File: src/rtl/autocell_ctrl.sv
// autocell_ctrl: run controller for the W-cell autocell automaton datapath.
// Loads a seed pattern and advances the datapath for up to `steps`
// generations. It stops early on a fixed point and reports the generation
// count and population through a start/done handshake.
// Optional feature macro: AUTOCELL_CTRL_FLUX_EN. When it is defined, the
// traffic flux of every pre-step state is accumulated into o_flux_sum,
// saturating at the top of the range. When it is undefined, o_flux_sum is
// tied to 0 and no flux logic is built.
module autocell_ctrl #(
  parameter int W  = 20,
  parameter int SW = 8,
  parameter int PW = 5,
  parameter int FW = 16
) (
  input  logic          i_clk,
  input  logic          i_res,
  input  logic          i_start,
  input  logic [W-1:0]  i_seed,
  input  logic [SW-1:0] i_steps,
  output logic          o_busy,
  output logic          o_done,
  output logic          o_stable,
  output logic [SW-1:0] o_gen_count,
  output logic [PW-1:0] o_pop,
  output logic [FW-1:0] o_flux_sum,
  output logic          o_ca_load,
  output logic [W-1:0]  o_ca_seed,
  output logic          o_ca_step,
  input  logic [W-1:0]  i_ca_state
);

  localparam logic [1:0] S_IDLE = 2'd0;
  localparam logic [1:0] S_LOAD = 2'd1;
  localparam logic [1:0] S_RUN  = 2'd2;
  localparam logic [1:0] S_DONE = 2'd3;

  logic [1:0]    r_state;
  logic [1:0]    w_nxt;
  logic [W-1:0]  r_seed;
  logic [SW-1:0] r_steps;
  logic [SW-1:0] r_gen;
  logic [W-1:0]  r_prev;
  logic          r_stable;
  logic          r_done;
  logic [PW-1:0] r_pop;

  logic          w_run;
  logic          w_fp;
  logic          w_step;
  logic          w_last;
  logic [SW-1:0] w_gen_inc;

  // Number of live cells in a ring state.
  function automatic logic [PW-1:0] f_pop(input logic [W-1:0] s);
    logic [PW-1:0] c;
    c = '0;
    for (int i = 0; i < W; i++) c = c + PW'(s[i]);
    return c;
  endfunction

  assign w_run     = (r_state == S_RUN);
  // prev only holds a real earlier generation once one step has been applied
  assign w_fp      = (r_gen != '0) && (i_ca_state == r_prev);
  assign w_step    = w_run && !w_fp && (r_gen < r_steps);
  // r_gen < r_steps whenever w_step is set, so the increment cannot wrap
  assign w_gen_inc = r_gen + 1'b1;
  // The final step and the move to DONE share one edge. This keeps the
  // start-to-done latency at steps+1.
  assign w_last    = w_step && (w_gen_inc == r_steps);

  // Next-state decode; RUN leaves as soon as no further step will be issued
  always_comb begin
    w_nxt = r_state;
    case (r_state)
      S_IDLE: if (i_start) w_nxt = S_LOAD;
      S_LOAD: w_nxt = (r_steps == '0) ? S_DONE : S_RUN;
      S_RUN:  if (!w_step || w_last) w_nxt = S_DONE;
      S_DONE: w_nxt = S_IDLE;
      default: w_nxt = S_IDLE;
    endcase
  end

  // State, run parameters, generation counter, fixed-point tracking and results
  always_ff @(posedge i_clk or negedge i_res) begin
    if (!i_res) begin
      r_state  <= S_IDLE;
      r_seed   <= '0;
      r_steps  <= '0;
      r_gen    <= '0;
      r_prev   <= '0;
      r_stable <= 1'b0;
      r_done   <= 1'b0;
      r_pop    <= '0;
    end else begin
      r_state <= w_nxt;
      r_done  <= (w_nxt == S_DONE);
      case (r_state)
        S_IDLE: begin
          if (i_start) begin
            r_seed   <= i_seed;
            r_steps  <= i_steps;
            r_gen    <= '0;
            r_stable <= 1'b0;
          end
        end
        S_RUN: begin
          r_prev <= i_ca_state;
          if (w_step) r_gen <= w_gen_inc;
          if (w_fp) r_stable <= 1'b1;
        end
        // The datapath holds the final state during DONE. The population is
        // captured on the edge that leaves DONE.
        S_DONE: r_pop <= f_pop(i_ca_state);
        default: ;
      endcase
    end
  end

`ifdef AUTOCELL_CTRL_FLUX_EN
  logic [FW-1:0] r_flux;
  logic [PW-1:0] w_flux;
  logic [FW:0]   w_flux_add;

  // Flux of the current (pre-step) state: occupied cells whose successor
  // cell is empty. Index W-1 wraps around to 0.
  always_comb begin
    w_flux = '0;
    for (int i = 0; i < W; i++)
      w_flux = w_flux + PW'(i_ca_state[i] & ~i_ca_state[(i + 1) % W]);
  end

  assign w_flux_add = {1'b0, r_flux} + (FW+1)'(w_flux);

  // Saturating flux accumulator. It is cleared on an accepted start and
  // advances on each step edge.
  always_ff @(posedge i_clk or negedge i_res) begin
    if (!i_res) r_flux <= '0;
    else if (r_state == S_IDLE && i_start) r_flux <= '0;
    else if (w_step) r_flux <= w_flux_add[FW] ? '1 : w_flux_add[FW-1:0];
  end

  assign o_flux_sum = r_flux;
`else
  assign o_flux_sum = '0;
`endif

  assign o_busy      = (r_state == S_LOAD) || w_run;
  assign o_ca_load   = (r_state == S_LOAD);
  assign o_ca_step   = w_step;
  assign o_done      = r_done;
  assign o_stable    = r_stable;
  assign o_gen_count = r_gen;
  assign o_pop       = r_pop;
  assign o_ca_seed   = r_seed;

endmodule

File: config.mk
export PLATFORM = sky130hd
export DESIGN_NAME = autocell_ctrl
export DESIGN_NICKNAME = d
export VERILOG_FILES = /design/src/rtl/autocell_ctrl.sv
export SDC_FILE = /design/constraint.sdc
export NUM_CORES = 1
export LEC_CHECK = 0
export BUFFER_PORTS_ARGS = -buffer_cell sky130_fd_sc_hd__clkbuf_2
export CAP_MARGIN = 20
export CORE_MARGIN = 1
export CORE_UTILIZATION = 53
export DETAILED_ROUTE_END_ITERATION = 16
export GPL_TIMING_DRIVEN = 0
export PLACE_DENSITY_LB_ADDON = 0.15
export SLEW_MARGIN = 20
export SYNTH_ARGS = -nofsm -noshare
export SYNTH_HDL_FRONTEND = slang
export SYNTH_SLANG_ARGS = --single-unit
File: constraint.sdc
create_clock -name i_clk -period 2.8 [get_ports i_clk]
set_input_delay 0.14 -clock i_clk [delete_from_list [all_inputs] [get_ports i_clk]]
set_output_delay 0.14 -clock i_clk [all_outputs]
set_load 0.02 [all_outputs]
==> results.toml <==
[placed_design]
port_buffers = 88
hpwlAfterDp_um = 6101
placedCellCount = 551
placed_area_mm2 = 0.004596
gp_congestion = 0.8266
post-place-ws_ps = -1056

[yosys]
syn_avg_cell_area_um2 = 11.30
synth_cell_types = 46
synth.cell_area_mm2 = 0.003934
synthCells = 348
ys_ff_latch = 65
synthFlopType = "dfrtp_1"
async_reset_ff_share_pct = 100.0
synth-seq-area-share_pct = 41.35
ys_warn_count = 0
synth_edf_count = 0

[worst_setup_path]
cpPeakStageDelay_ps = 550
r2r_start = "o_gen_count[5]$_DFFE_PN0P_"
path_common_cell = "fa_1"
path_cells = "clkbuf_2 -> fa_1 -> inv_1 -> fa_1 -> fa_1 -> fa_2 -> fa_1 -> inv_2 -> ha_4 -> fa_2 -> a21oi_2 -> nor2_1 -> nor2_1 -> a21oi_1"
cp-start-kind = "input pin"
end_kind = "flip-flop"
worst_ep_arrival_time_ps = 3660
crit_family = "adder cells"
path_class = "input pin to flip-flop"
worstPathRequired_ps = 3010
crit_fanout = 3
r2r_setup_slack_ps = 380
rr_endpoint = "o_gen_count[4]$_DFFE_PN0P_"
reg2reg_depth = 7
slowest_stage = "fa_1"
path_buf_inv = 3

[route]
route.detailed.drc = 0
wl_per_cell_um = 13.94
first_iter_violations = 96
detail-route-antenna-nets = 0
drt_wl_total_um = 7957
num_vias = 2833
first_pass_iters = 4
viasPerCell = 4.961

[power]
comb_power_share_pct = 53.0
internal-power_uw = 3013
p_sw_uw = 2133
ir_drop_mv = 0.6154
p_leak_uw = 0.002388
switching_share_pct = 41.44
pwr-share-seq_pct = 32.7
pwr-share-clk_pct = 14.3
power.density_mw_per_mm2 = 1048

[cells_and_area]
utilization_pct = 68.05
final_layout_size_suffix_gt1_share_pct = 42.16
nNetsFinal = 553
fin_area_mm2 = 0.004910
layout.cells.non_filler = 571
syn_to_final_growth_pct = 24.81
antenna-diode-count = 0

[floorplan]
die_area_mm2 = 0.007770
dieWidth_um = 88.15
die_h_um = 88.15
io_pins = 105
rows = 31
core_mm2 = 0.007214
start_util_pct = 54.53

[clock_tree]
cts-root-buf = "clkbuf_8"
clock_latency_ps = 340
cts_buffers = 9
cts.sinks = 65
cts_buffer_depth = 2
clkTransAtPathRegs_ps = 90
htreeDepth = 3
cts_tree = "built"

[timing]
slew_headroom_pct = 59.54
worstMarginPinSlew_ps = 606.9
slew_viol_final = 0
finClkSkew_ps = 11.46
fin_ws_ps = -655.5
min_period_ps = 3455
hold_viol = 0
holdWs_ps = 24.16
setup-violations-final = 5
fin_crit_sh_pct = 123.4
max_freq_mhz = 289.4
rsz0062_at_grt = "yes"

[global_route]
grt_overflow = 0
grt.total_usage_pct = 22.51
grt_pass1_vias = 2854
grt_start_max_net_pins = 48
antenna_found_initial = 0
grt_pass1_wl_um = 13210

[worst_hold_path]
hold_start = "i_steps[1]"
hold_path_end = "r_steps[1]$_DFFE_PN0P_"
hold_path.class = "input pin to flip-flop"
holdPathStages = 2

[run_status]
violations = "negative setup slack"
status = "complete, but fails checks"

[run]
max_cap_violations = 0
## flip-flops by register name (all words and copies together), names as in the netlist
name	cells
o_ca_seed	20
r_prev	20
o_gen_count	8
r_steps	8
o_pop	5
r_state	2
o_done	1
o_stable	1
## layout by cell type, fill, tap and decap left out, drive strengths merged, types with 3 or more instances in the layout
cell type and count:
or3 3, dfrtp 65, clkbuf 96, nand4 7, conb 16, clkinv 3
nand3 9, a21o 3, buf 32, inv 50, ha 21, o21ai 5
xnor2 29, fa 14, nand2 6, nor3 4, mux2 51, o211ai 7
nor2b 3, nor2 10, a21oi 9
## how the worst max path moves through the flow
stage / from / to / slack, ps / cells past startpoint
floorplan: i_ca_state[11] / o_pop[4]$_DFFE_PN0N_ / -780 / 13
global placement: i_ca_state[9] / o_pop[4]$_DFFE_PN0N_ / -1010 / 14
detailed placement: i_ca_state[9] / o_pop[3]$_DFFE_PN0N_ / -1060 / 15
CTS: i_ca_state[11] / o_pop[4]$_DFFE_PN0N_ / -650 / 14
global route: i_ca_state[11] / o_pop[4]$_DFFE_PN0N_ / -780 / 14
finish: i_ca_state[15] / o_pop[4]$_DFFE_PN0N_ / -660 / 14
## power by group through the flow
stage / sequential (uW) / clock (uW) / combinational (uW)
detailed placement: 1700 / 0 / 2560
global route: 1740 / 798 / 3030
CTS: 1680 / 752 / 2710
floorplan: 1900 / 0 / 1660
finish: 1680 / 735 / 2730
global placement: 1670 / 0 / 2480
## through the flow
stage               setup TNS (ps)  total power [uW]
finish                       -2719              5145
global route                 -3237              5569
CTS                          -2738              5145
detailed placement           -4712              4255
global placement             -4493              4148
floorplan                    -3393              3557
## worst register-to-register path: cells and delay by family, from the launching register on
kind	cells	cell delay, ps
AND/OR/NAND/NOR	3	660
flip-flops	1	470
adder cells (fa/ha/maj)	1	350
AO/OA/AOI/OAI	3	890
## cells in the mapped netlist (2+ instances only)
cell type / number / area (um^2)
nor2_1: 10 / 37.54
fa_1: 14 / 280.3
nand2_1: 5 / 18.77
nor3_1: 4 / 20.02
a21o_1: 3 / 22.52
or3_1: 3 / 18.77
a31oi_1: 2 / 12.51
inv_1: 48 / 180.2
o211ai_1: 7 / 52.55
nor4_1: 2 / 12.51
o21ai_0: 5 / 25.02
nand3_1: 9 / 45.04
buf_4: 16 / 120.1
clkbuf_1: 7 / 26.28
xnor2_1: 29 / 254.0
buf_2: 3 / 15.01
mux2_2: 51 / 574.3
nand4_1: 7 / 43.79
dfrtp_1: 65 / 1627
nor2b_1: 3 / 18.77
xor2_1: 2 / 17.52
ha_1: 21 / 262.8
a21oi_1: 9 / 45.04
## logic make-up (layout without fill, tap and decap cells)
group                      count (synthesis)  in the layout  synth area share (%)
AOI/OAI and AO/OA                         38             38                 7.030
other                                      1             16               0.09533
buffers and inverters                     75            184                 8.970
muxes                                     51             51                 14.60
adders and majority gates                 35             35                 13.80
and+or+nand+nor                           52             52                 7.253
DFF                                       65             65                 41.35
xor gates and xnor gates                  31             31                 6.902
## final cells by class
cell class | count | area (um^2)
Fill cell | 576 | 2305
Multi-Input combinational cell | 223 | 2062
Sequential cell | 65 | 1627
Timing Repair Buffer | 93 | 560.5
Inverter | 48 | 185.2
Buffer | 27 | 172.7
Clock buffer | 9 | 123.9
Tap cell | 99 | 123.9
Clock inverter | 7 | 55.05
## per-layer routing
metal  routed length [um]  global-route usage [%]
met5                    0                       0
met4                  136                   9.384
met3                  402                   5.844
met2                 3737                   35.80
met1                 3682                   29.42
## timing repair
action | CTS | global route
pin swaps | 11 | 7
endpoints found under the hold margin | 18 | 0
gates resized for setup | 12 | 25
hold buffers | 1 | 0
endpoints found under the setup margin | 5 | 5
setup buffers | 2 | 1
Power figures use the tool's default switching activity.
